<file path="src/rtl/ras_ctrl.sv">
// ras_ctrl: decode-stage call/return classifier driving return-stack push/pop strobes, a mirrored depth and a valid/ack fetch redirect
`ifndef ADDR_WIDTH
`define ADDR_WIDTH 32
`endif
module ras_ctrl #(
  parameter int entry_num  = 32,
  parameter int addr_width = $clog2(entry_num)
) (
  input  logic                   cpu_clk,
  input  logic                   cpu_rst,
  input  logic                   dec_valid,
  input  logic [31:0]            instr_dec,
  input  logic [`ADDR_WIDTH-1:0] pc_dec,
  input  logic                   flush,
  input  logic [`ADDR_WIDTH-1:0] ret_addr,
  input  logic                   fetch_ack,
  output logic                   dec_stall,
  output logic                   ret_stack_wen,
  output logic                   ret_stack_ren,
  output logic [`ADDR_WIDTH-1:0] ras_pc,
  output logic                   ras_redirect,
  output logic [`ADDR_WIDTH-1:0] ras_target,
  output logic [addr_width-1:0]  ras_depth,
  output logic [15:0]            drop_cnt
);
  localparam logic [1:0] IDLE = 2'd0, CORO = 2'd1, REDIR = 2'd2;
  logic [1:0] state, state_nxt;
  logic [`ADDR_WIDTH-1:0] coro_pc;
  logic coro_pop;
  logic [4:0] rd, rs1;
  logic rd_link, rs1_link, is_jal, is_jalr, is_push, is_pop, is_swap;
  logic fire, full, empty, push_req, pop_req, drop_inc;
  logic unused_bits;
  assign unused_bits = ^instr_dec[31:20];
  assign rd       = instr_dec[11:7];
  assign rs1      = instr_dec[19:15];
  assign rd_link  = rd == 5'd1 || rd == 5'd5;
  assign rs1_link = rs1 == 5'd1 || rs1 == 5'd5;
  assign is_jal   = instr_dec[6:0] == 7'b1101111;
  assign is_jalr  = instr_dec[6:0] == 7'b1100111 && instr_dec[14:12] == 3'b000;
  assign is_push  = (is_jal && rd_link) || (is_jalr && rd_link && (!rs1_link || rs1 == rd));
  assign is_pop   = is_jalr && !rd_link && rs1_link;
  assign is_swap  = is_jalr && rd_link && rs1_link && rs1 != rd;
  assign full     = ras_depth == addr_width'(entry_num - 1);
  assign empty    = ras_depth == '0;
  always_comb begin
    dec_stall     = state != IDLE;
    ras_redirect  = state == REDIR;
    fire          = dec_valid && !dec_stall && !flush && state == IDLE;
    pop_req       = fire && (is_pop || is_swap);
    push_req      = (fire && is_push) || (state == CORO && !flush);
    ret_stack_ren = pop_req && !empty;
    ret_stack_wen = push_req && !full;
    drop_inc      = (push_req && full) || (pop_req && empty);
    ras_pc        = ret_stack_wen ? (state == CORO ? coro_pc : pc_dec) : '0;
    state_nxt     = flush ? IDLE :
                    state == IDLE  ? (fire && is_swap ? CORO : ret_stack_ren ? REDIR : IDLE) :
                    state == CORO  ? (coro_pop ? REDIR : IDLE) :
                    state == REDIR ? (fetch_ack ? IDLE : REDIR) : IDLE;
  end
  always_ff @(posedge cpu_clk or posedge cpu_rst) begin
    if (cpu_rst) begin
      state      <= IDLE;
      ras_depth  <= '0;
      drop_cnt   <= '0;
      ras_target <= '0;
      coro_pc    <= '0;
      coro_pop   <= 1'b0;
    end else begin
      state <= state_nxt;
      if (ret_stack_wen) ras_depth <= ras_depth + 1'b1;
      else if (ret_stack_ren) ras_depth <= ras_depth - 1'b1;
      if (drop_inc && drop_cnt != 16'hFFFF) drop_cnt <= drop_cnt + 16'd1;
      if (ret_stack_ren) ras_target <= ret_addr;
      if (fire && is_swap) begin
        coro_pc  <= pc_dec;
        coro_pop <= !empty;
      end
    end
  end
endmodule

</file>
<file path="config.mk">
export PLATFORM = sky130hd
export DESIGN_NAME = ras_ctrl
export DESIGN_NICKNAME = d
export VERILOG_FILES = /design/src/rtl/ras_ctrl.sv
export SDC_FILE = /design/constraint.sdc
export NUM_CORES = 1
export LEC_CHECK = 0
export BUFFER_PORTS_ARGS = -buffer_cell sky130_fd_sc_hd__buf_2
export CAP_MARGIN = 20
export CORE_ASPECT_RATIO = 1.1
export CORE_MARGIN = 2
export CORE_UTILIZATION = 40
export CTS_CLUSTER_SIZE = 20
export DETAILED_ROUTE_END_ITERATION = 6
export PLACE_DENSITY = 0.69
export SYNTH_ARGS = -nofsm -noshare
export SYNTH_HDL_FRONTEND = slang
export SYNTH_SLANG_ARGS = --single-unit
</file>
<file path="constraint.sdc">
create_clock -name cpu_clk -period 4.6 [get_ports cpu_clk]
set_input_delay 0.92 -clock cpu_clk [delete_from_list [all_inputs] [get_ports cpu_clk]]
set_output_delay 0.92 -clock cpu_clk [all_outputs]
set_load 0.005 [all_outputs]
</file>
==> results of run 1 <==
[power by group through the flow]
stage	sequential, mW	clock, mW	combinational, mW
6_report	0.777	0.820	0.0846
5_1_grt	0.776	0.878	0.0959
4_1_cts	0.777	0.843	0.0839
3_5_place_dp	0.791	0	0.0835
3_3_place_gp	0.791	0	0.0811
2_1_floorplan	0.791	0	0.0315
[cells in the final DEF (no fill, tap or decap), drive strengths merged, types with 7 or more instances in the layout]
cell type / instances
mux2: 38
xor2: 17
nand3: 7
and3: 7
buf: 184
dfrtp: 88
a21oi: 38
nor3: 13
nor2: 11
clkbuf: 10
nand2: 180
[how the worst max path moves through the flow]
stage / from / endpoint / slack [ns] / cells after the start
2_1_floorplan: instr_dec[8] / ras_depth[4] / 0.78 / 9
3_3_place_gp: instr_dec[8] / ras_depth[4] / 0.60 / 10
3_5_place_dp: instr_dec[8] / ras_depth[4] / 0.54 / 10
4_1_cts: instr_dec[8] / ras_pc[26] / 0.57 / 8
5_1_grt: instr_dec[8] / ras_pc[6] / 0.41 / 8
6_report: instr_dec[8] / ras_pc[26] / 0.56 / 8
[cell type report]
type                            instances  share of cell area, %
Timing Repair Buffer                  184                   16.9
Sequential cell                        88                   38.8
Inverter                                5                  0.353
Multi-Input combinational cell        347                   34.8
Clock buffer                           10                   4.04
Clock inverter                          6                   1.90
Tap cell                              143                   3.15
[registers in the layout (all words and copies together), names as in the netlist]
name and count:
coro_pc 32, ras_target 32, drop_cnt 16, ras_depth 5, state 2, coro_pop 1
[tightest hold or removal path, stage by stage, from the launching register on]
cell and delay, ns:
sky130_fd_sc_hd__dfrtp_1 0.34, sky130_fd_sc_hd__nand2_1 0.05, sky130_fd_sc_hd__nand2_1 0.04
[cell families (layout without fill, tap and decap cells)]
family          after synthesis  in the layout  synth area share, %
compound gates               45             45                 5.89
xor+xnor                     20             20                 4.08
fa+ha+maj                     5              5                 1.63
buf+inv                      29            205                 2.80
flops                        88             88                 51.3
mux                          39             39                 10.5
simple gates                238            238                 23.8
[per-stage QoR]
step / hold slack [ns] / instance area, µm²
2_1_floorplan: 0.463 / 4290
5_1_grt: 0.491 / 5670
4_1_cts: 0.466 / 5650
3_3_place_gp: 0.444 / 5300
6_report: 0.463 / 5670
3_5_place_dp: 0.452 / 5320
[cell usage after synthesis (2+ instances only)]
| cell | n | share of area, % |
|---|---|---|
| sky130_fd_sc_hd__nand2_1 | 180 | 16 |
| sky130_fd_sc_hd__dfrtp_1 | 88 | 51 |
| sky130_fd_sc_hd__a21oi_1 | 38 | 4.4 |
| sky130_fd_sc_hd__mux2_2 | 38 | 10 |
| sky130_fd_sc_hd__clkbuf_1 | 19 | 1.7 |
| sky130_fd_sc_hd__xor2_1 | 17 | 3.5 |
| sky130_fd_sc_hd__nor3_1 | 13 | 1.5 |
| sky130_fd_sc_hd__nor2_1 | 11 | 0.96 |
| sky130_fd_sc_hd__and3_1 | 7 | 1.0 |
| sky130_fd_sc_hd__nand3_1 | 7 | 0.82 |
| sky130_fd_sc_hd__inv_1 | 5 | 0.44 |
| sky130_fd_sc_hd__ha_1 | 4 | 1.2 |
| sky130_fd_sc_hd__buf_2 | 3 | 0.35 |
| sky130_fd_sc_hd__nor2b_1 | 3 | 0.44 |
| sky130_fd_sc_hd__nor4_2 | 3 | 0.87 |
| sky130_fd_sc_hd__nor4b_1 | 3 | 0.61 |
| sky130_fd_sc_hd__xnor2_1 | 3 | 0.61 |
| sky130_fd_sc_hd__a21o_1 | 2 | 0.35 |
| sky130_fd_sc_hd__nand2b_1 | 2 | 0.29 |
| sky130_fd_sc_hd__nor4_1 | 2 | 0.29 |
[metal layers]
layer | wire [µm] | part of all wire, % | GRT usage (%) | vias up
met2 | 5060 | 49 | 32.0 | 131
met5 | 0 | 0 | 0 | -
met3 | 753 | 7.3 | 4.67 | 12
met4 | 145 | 1.4 | 6.93 | 0
met1 | 4370 | 42 | 20.1 | 1771
li1 | - | - | - | 1874
==> run_summary.xml, run 1 <==
<?xml version="1.0" encoding="UTF-8"?>
<metrics>
  <group name="run_status">
    <metric name="outcome" unit="">finished, final reports clean</metric>
  </group>
  <group name="cts">
    <metric name="clock_path_buffers" unit="">2</metric>
    <metric name="post_cts_hold_buffer_count" unit="">0</metric>
    <metric name="numCtsBuffers" unit="">9</metric>
    <metric name="cts_htree_levels" unit="">3</metric>
    <metric name="worstSkewPairLatency" unit="ns">0.33</metric>
    <metric name="cts_tree" unit="">built</metric>
    <metric name="post_cts_resize_count" unit="">0</metric>
    <metric name="clkSinkCount" unit="">88</metric>
    <metric name="clk_root_buffer_cell" unit="">sky130_fd_sc_hd__clkbuf_16</metric>
    <metric name="clkSlewWorstSetupHoldPaths" unit="ns">0.06</metric>
    <metric name="cts_post_setup_buffers_inserted" unit="">0</metric>
  </group>
  <group name="power">
    <metric name="seq_power_share" unit="%">46.2</metric>
    <metric name="combinationalPowerShare" unit="%">5.0</metric>
    <metric name="switchingPower" unit="mW">0.338</metric>
    <metric name="vdd_ir_drop_max" unit="mV">0.205</metric>
    <metric name="power_leakage" unit="nW">3.29</metric>
    <metric name="power" unit="mW">1.68</metric>
    <metric name="cellInternalPower" unit="mW">1.34</metric>
    <metric name="power-per-cell-area" unit="nW/µm²">297</metric>
    <metric name="p_clk_share" unit="%">48.8</metric>
    <metric name="power_switching_share" unit="%">20.1</metric>
  </group>
  <group name="timing">
    <metric name="layout_worst_path_cycle_share" unit="%">87.7</metric>
    <metric name="final_setup_violation_count" unit="">0</metric>
    <metric name="worst_pin_slew" unit="ns">0.712</metric>
    <metric name="worst_slew_margin_rel" unit="%">52.5</metric>
    <metric name="fin_crit" unit="ns">4.04</metric>
    <metric name="setup_total_negative_slack" unit="ns">0</metric>
    <metric name="unrepaired_setup_endpoints_after_global_routing" unit="">no</metric>
    <metric name="timing.fmax" unit="MHz">248</metric>
    <metric name="slew_violations" unit="">0</metric>
    <metric name="fin_worst_skew" unit="ns">0.00412</metric>
    <metric name="final-hold-violation-count" unit="">0</metric>
    <metric name="postLayoutSetupSlackWorst" unit="ns">0.565</metric>
  </group>
  <group name="logic_synthesis">
    <metric name="ys_warn_count" unit="">0</metric>
    <metric name="syn_area" unit="µm²">4290</metric>
    <metric name="syn_avg_cell_area" unit="µm²">9.25</metric>
    <metric name="yosysUniqueCellTypes" unit="">36</metric>
    <metric name="synthCells" unit="">464</metric>
    <metric name="async_reset_ff_share" unit="%">100</metric>
    <metric name="ys_ff_latch" unit="">88</metric>
    <metric name="syn_nets" unit="">570</metric>
    <metric name="synth_enable_flop_cells" unit="">0</metric>
    <metric name="seq_area_frac_synth" unit="%">51.3</metric>
    <metric name="postSynth.topFlopCell" unit="">sky130_fd_sc_hd__dfrtp_1</metric>
  </group>
  <group name="cells_and_area">
    <metric name="area.growth.synth_to_final" unit="%">32.1</metric>
    <metric name="area.sequential" unit="µm²">2200</metric>
    <metric name="multiInputGateArea" unit="µm²">1980</metric>
    <metric name="final_layout_size_suffix_gt1_share" unit="%">38.9</metric>
    <metric name="n_antenna_cell" unit="">0</metric>
    <metric name="layout.filler_cells" unit="">996</metric>
    <metric name="final_util" unit="%">54.3</metric>
    <metric name="nets" unit="">741</metric>
    <metric name="instances_no_fill" unit="">783</metric>
  </group>
  <group name="job">
    <metric name="max_cap_violations" unit="">0</metric>
  </group>
  <group name="setup_path">
    <metric name="cp_data_arrival_time" unit="ns">3.12</metric>
    <metric name="worst-endpoint-required" unit="ns">3.68</metric>
    <metric name="reg2reg_depth" unit="">10</metric>
    <metric name="worst_path_largest_cell_delay" unit="ns">0.74</metric>
    <metric name="path_max_fanout" unit="">39</metric>
    <metric name="critPathKind" unit="">in2out</metric>
    <metric name="start_kind" unit="">primary input</metric>
    <metric name="worst_path_dominant_cell_family" unit="">simple AND/OR/NAND/NOR gates</metric>
    <metric name="timing.rr.end" unit="">ras_depth[4]</metric>
    <metric name="crit_end_category" unit="">output pin</metric>
    <metric name="timing.rr.start" unit="">state[1]</metric>
    <metric name="crit_slowest_cell" unit="">sky130_fd_sc_hd__or4b_2</metric>
    <metric name="crit_chain" unit="">buf_2, or4b_2, or3_1, o22ai_2, nand2_1, buf_4, a21oi_1, buf_2</metric>
    <metric name="cp_common_cell" unit="">sky130_fd_sc_hd__buf_2</metric>
    <metric name="timing.critical_path.buf_inv" unit="">3</metric>
    <metric name="ff2ff_setup_slack" unit="ns">1.16</metric>
  </group>
  <group name="route">
    <metric name="routed_wl" unit="mm">10.3</metric>
    <metric name="drt-initial-drc-count" unit="">139</metric>
    <metric name="detail_route.vias_per_cell" unit="">4.84</metric>
    <metric name="antenna_left" unit="">0</metric>
    <metric name="drc" unit="">0</metric>
    <metric name="drt-pass1-iter-count" unit="">4</metric>
    <metric name="detailroute.via_count" unit="">3788</metric>
    <metric name="route.detailed.wl_per_inst" unit="µm">13.2</metric>
  </group>
  <group name="global_route">
    <metric name="total_congestion_overflow_after_global_routing" unit="">0</metric>
    <metric name="maximum_number_of_pins_on_one_net_before_global_route_repair" unit="">59</metric>
    <metric name="groute.usage.overall" unit="%">17.9</metric>
    <metric name="grt_first_pass_wirelength" unit="mm">16.5</metric>
    <metric name="grt_pass1_vias" unit="">3694</metric>
    <metric name="antenna_found_initial" unit="">0</metric>
  </group>
  <group name="die">
    <metric name="start_util" unit="%">41.1</metric>
    <metric name="fp.dieH" unit="µm">113</metric>
    <metric name="row_count" unit="">39</metric>
    <metric name="std_cell_core_area" unit="µm²">10400</metric>
    <metric name="num_io_pins" unit="">190</metric>
    <metric name="die_w" unit="µm">103</metric>
    <metric name="design.die.area" unit="µm²">11600</metric>
  </group>
  <group name="place">
    <metric name="pre_cts_ws" unit="ns">0.540</metric>
    <metric name="placement.io_buffers" unit="">177</metric>
    <metric name="place.detailed.instances" unit="">766</metric>
    <metric name="gp_routability_congestion" unit="">0.843</metric>
    <metric name="place_hpwl" unit="mm">7.50</metric>
  </group>
  <group name="hold_path">
    <metric name="capture_endpoint_of_the_worst_hold_path" unit="">ras_target[0]</metric>
    <metric name="hold_path_class" unit="">reg2reg</metric>
    <metric name="hold_path_startpoint" unit="">ras_target[0]</metric>
    <metric name="hold_depth" unit="">2</metric>
  </group>
</metrics>
No activity file was read; power rests on OpenSTA's default activity.
==> run 2, diff against run 1 <==
--- a/config.mk
+++ b/config.mk
@@ -9,10 +9,10 @@
 export CAP_MARGIN = 20
 export CORE_ASPECT_RATIO = 1.1
 export CORE_MARGIN = 2
-export CORE_UTILIZATION = 40
+export CORE_UTILIZATION = 45
 export CTS_CLUSTER_SIZE = 20
 export DETAILED_ROUTE_END_ITERATION = 6
-export PLACE_DENSITY = 0.69
+export PLACE_DENSITY = 0.77
 export SYNTH_ARGS = -nofsm -noshare
 export SYNTH_HDL_FRONTEND = slang
 export SYNTH_SLANG_ARGS = --single-unit
==> run 2 against run 1 <==
First-iteration DRC count rose by 22%; global-route usage grew 2.5 points; largest power group is now registers; utilization grew 4.3 points; clock-buffer cell count is the same; clock skew about the same; setup slack improved by 0.028 ns; critical path type unchanged.
==> run_summary.xml, run 2 (synthesized netlist as in run 1, its figures left out) <==
<?xml version="1.0" encoding="UTF-8"?>
<metrics>
  <group name="setup_path">
    <metric name="cp_data_arrival_time" unit="ns">3.09</metric>
    <metric name="timing.rr.start" unit="">state[1]</metric>
    <metric name="reg2reg_depth" unit="">10</metric>
    <metric name="start_kind" unit="">primary input</metric>
    <metric name="timing.rr.end" unit="">ras_depth[4]</metric>
    <metric name="critPathKind" unit="">in2out</metric>
    <metric name="worst-endpoint-required" unit="ns">3.68</metric>
    <metric name="crit_slowest_cell" unit="">sky130_fd_sc_hd__or4b_2</metric>
    <metric name="path_max_fanout" unit="">39</metric>
    <metric name="worst_path_largest_cell_delay" unit="ns">0.72</metric>
    <metric name="cp_common_cell" unit="">sky130_fd_sc_hd__buf_2</metric>
    <metric name="crit_end_category" unit="">output pin</metric>
    <metric name="crit_chain" unit="">buf_2, or4b_2, or3_1, o22ai_2, nand2_1, buf_4, a21oi_1, buf_2</metric>
    <metric name="ff2ff_setup_slack" unit="ns">1.17</metric>
  </group>
  <group name="cells_and_area">
    <metric name="instances_no_fill" unit="">754</metric>
    <metric name="area.growth.synth_to_final" unit="%">27.1</metric>
    <metric name="multiInputGateArea" unit="µm²">1980</metric>
    <metric name="layout.cells.most_common_list" unit="">sky130_fd_sc_hd__nand2_1, sky130_fd_sc_hd__buf_2, sky130_fd_sc_hd__dfrtp_1, sky130_fd_sc_hd__mux2_2, sky130_fd_sc_hd__a21oi_1</metric>
    <metric name="n_antenna_cell" unit="">0</metric>
    <metric name="nets" unit="">740</metric>
    <metric name="final_layout_size_suffix_gt1_share" unit="%">38.6</metric>
    <metric name="layout.filler_cells" unit="">850</metric>
    <metric name="area.sequential" unit="µm²">2200</metric>
    <metric name="layout.cells.most_common" unit="">sky130_fd_sc_hd__nand2_1</metric>
    <metric name="largest_registers" unit="">coro_pc x32, ras_target x32, drop_cnt x16</metric>
  </group>
  <group name="cts">
    <metric name="post_cts_resize_count" unit="">0</metric>
    <metric name="cts_tree" unit="">built</metric>
    <metric name="cts_htree_levels" unit="">3</metric>
    <metric name="clock_path_buffers" unit="">2</metric>
    <metric name="clkSinkCount" unit="">88</metric>
    <metric name="worstSkewPairLatency" unit="ns">0.34</metric>
    <metric name="clkSlewWorstSetupHoldPaths" unit="ns">0.08</metric>
    <metric name="post_cts_hold_buffer_count" unit="">0</metric>
    <metric name="clk_root_buffer_cell" unit="">sky130_fd_sc_hd__clkbuf_8</metric>
    <metric name="numCtsBuffers" unit="">9</metric>
    <metric name="cts_post_setup_buffers_inserted" unit="">0</metric>
  </group>
  <group name="power">
    <metric name="power-per-cell-area" unit="nW/µm²">248</metric>
    <metric name="power_leakage" unit="nW">3.21</metric>
    <metric name="vdd_ir_drop_max" unit="mV">0.176</metric>
  </group>
  <group name="timing">
    <metric name="unrepaired_setup_endpoints_after_global_routing" unit="">no</metric>
    <metric name="fin_crit" unit="ns">4.01</metric>
    <metric name="worst_slew_margin_rel" unit="%">38.0</metric>
    <metric name="final_setup_violation_count" unit="">0</metric>
    <metric name="setup_total_negative_slack" unit="ns">0</metric>
    <metric name="fin_worst_skew" unit="ns">0.00447</metric>
    <metric name="layout_worst_path_cycle_share" unit="%">87.1</metric>
    <metric name="timing.fmax" unit="MHz">250</metric>
    <metric name="slew_violations" unit="">0</metric>
    <metric name="final-hold-violation-count" unit="">0</metric>
    <metric name="worst_pin_slew" unit="ns">0.931</metric>
  </group>
  <group name="die">
    <metric name="fp.dieH" unit="µm">106</metric>
    <metric name="start_util" unit="%">46.1</metric>
    <metric name="design.die.area" unit="µm²">10300</metric>
    <metric name="num_io_pins" unit="">190</metric>
    <metric name="die_w" unit="µm">97.1</metric>
    <metric name="std_cell_core_area" unit="µm²">9310</metric>
    <metric name="row_count" unit="">37</metric>
  </group>
  <group name="hold_path">
    <metric name="hold_path_class" unit="">reg2reg</metric>
    <metric name="hold_depth" unit="">2</metric>
    <metric name="capture_endpoint_of_the_worst_hold_path" unit="">ras_target[27]</metric>
    <metric name="hold_path_startpoint" unit="">ras_target[27]</metric>
  </group>
  <group name="route">
    <metric name="drt-pass1-iter-count" unit="">4</metric>
    <metric name="drc" unit="">0</metric>
    <metric name="route.detailed.wl_per_inst" unit="µm">13.7</metric>
    <metric name="detail_route.vias_per_cell" unit="">5.05</metric>
    <metric name="antenna_left" unit="">0</metric>
    <metric name="routed_wl" unit="mm">10.3</metric>
    <metric name="detailroute.via_count" unit="">3807</metric>
    <metric name="drt-initial-drc-count" unit="">170</metric>
  </group>
  <group name="place">
    <metric name="placement.io_buffers" unit="">177</metric>
    <metric name="place_hpwl" unit="mm">7.67</metric>
    <metric name="gp_routability_congestion" unit="">0.836</metric>
    <metric name="place.detailed.instances" unit="">740</metric>
  </group>
  <group name="global_route">
    <metric name="groute.usage.overall" unit="%">20.4</metric>
    <metric name="total_congestion_overflow_after_global_routing" unit="">0</metric>
    <metric name="maximum_number_of_pins_on_one_net_before_global_route_repair" unit="">55</metric>
    <metric name="grt_pass1_vias" unit="">3838</metric>
    <metric name="antenna_found_initial" unit="">0</metric>
    <metric name="grt_first_pass_wirelength" unit="mm">17.2</metric>
  </group>
  <group name="job">
    <metric name="max_cap_violations" unit="">0</metric>
  </group>
  <group name="run_status">
    <metric name="outcome" unit="">finished, final reports clean</metric>
  </group>
</metrics>
## run 2: layer usage
layer	GRT usage, %	vias to the layer above	wire (µm)
met2	35.7	132	5160
met3	6.44	12	837
met1	24.0	1799	4190
li1	-	1864	-
met4	6.34	0	112
met5	0	-	0
## run 2: worst max-delay path, delay by kind of cell
kind            cells  cell delay (ns)
buf+inv             3             0.53
simple gates        3             1.15
compound gates      2             0.46
## run 2: worst max-delay path by stage
stage	startpoint	end	slack, ns
after global placement	instr_dec[8]	ras_pc[0]	0.62
after detailed placement	instr_dec[8]	ras_depth[4]	0.58
after CTS	instr_dec[8]	ras_pc[0]	0.59
after global routing	instr_dec[8]	ras_pc[0]	0.50
after floorplan	instr_dec[8]	ras_depth[4]	0.78
final	instr_dec[8]	ras_pc[0]	0.59
## run 2: layout make-up
type,count,area share [%]
clock buffers,10,2.34
clock inverters,4,0.871
inverters,5,0.367
multi-input cells,347,36.2
flip-flops and latches,88,40.3
well taps,117,2.68
repair buffers,183,17.2
## run 2: power by group
part           leakage [nW]  switching (mW)  internal, mW  total (mW)
Combinational          1.90          0.0439        0.0388      0.0827
Sequential             1.22         0.00180         0.774       0.776
Clock                0.0880           0.252         0.243       0.496
## run 2: stage by stage
| stage | instance area, µm² | hold slack [ns] | total power, mW | setup slack (ns) | util (%) |
|---|---|---|---|---|---|
| floorplan | 4290 | 0.463 | 0.823 | 0.783 | - |
| global placement | 5270 | 0.445 | 0.871 | 0.624 | 56.6 |
| detailed placement | 5280 | 0.450 | 0.875 | 0.584 | 56.8 |
| CTS | 5460 | 0.469 | 1.37 | 0.591 | 58.7 |
| global route | 5460 | 0.496 | 1.42 | 0.502 | 58.7 |
| finish | 5460 | 0.467 | 1.35 | 0.593 | 58.7 |
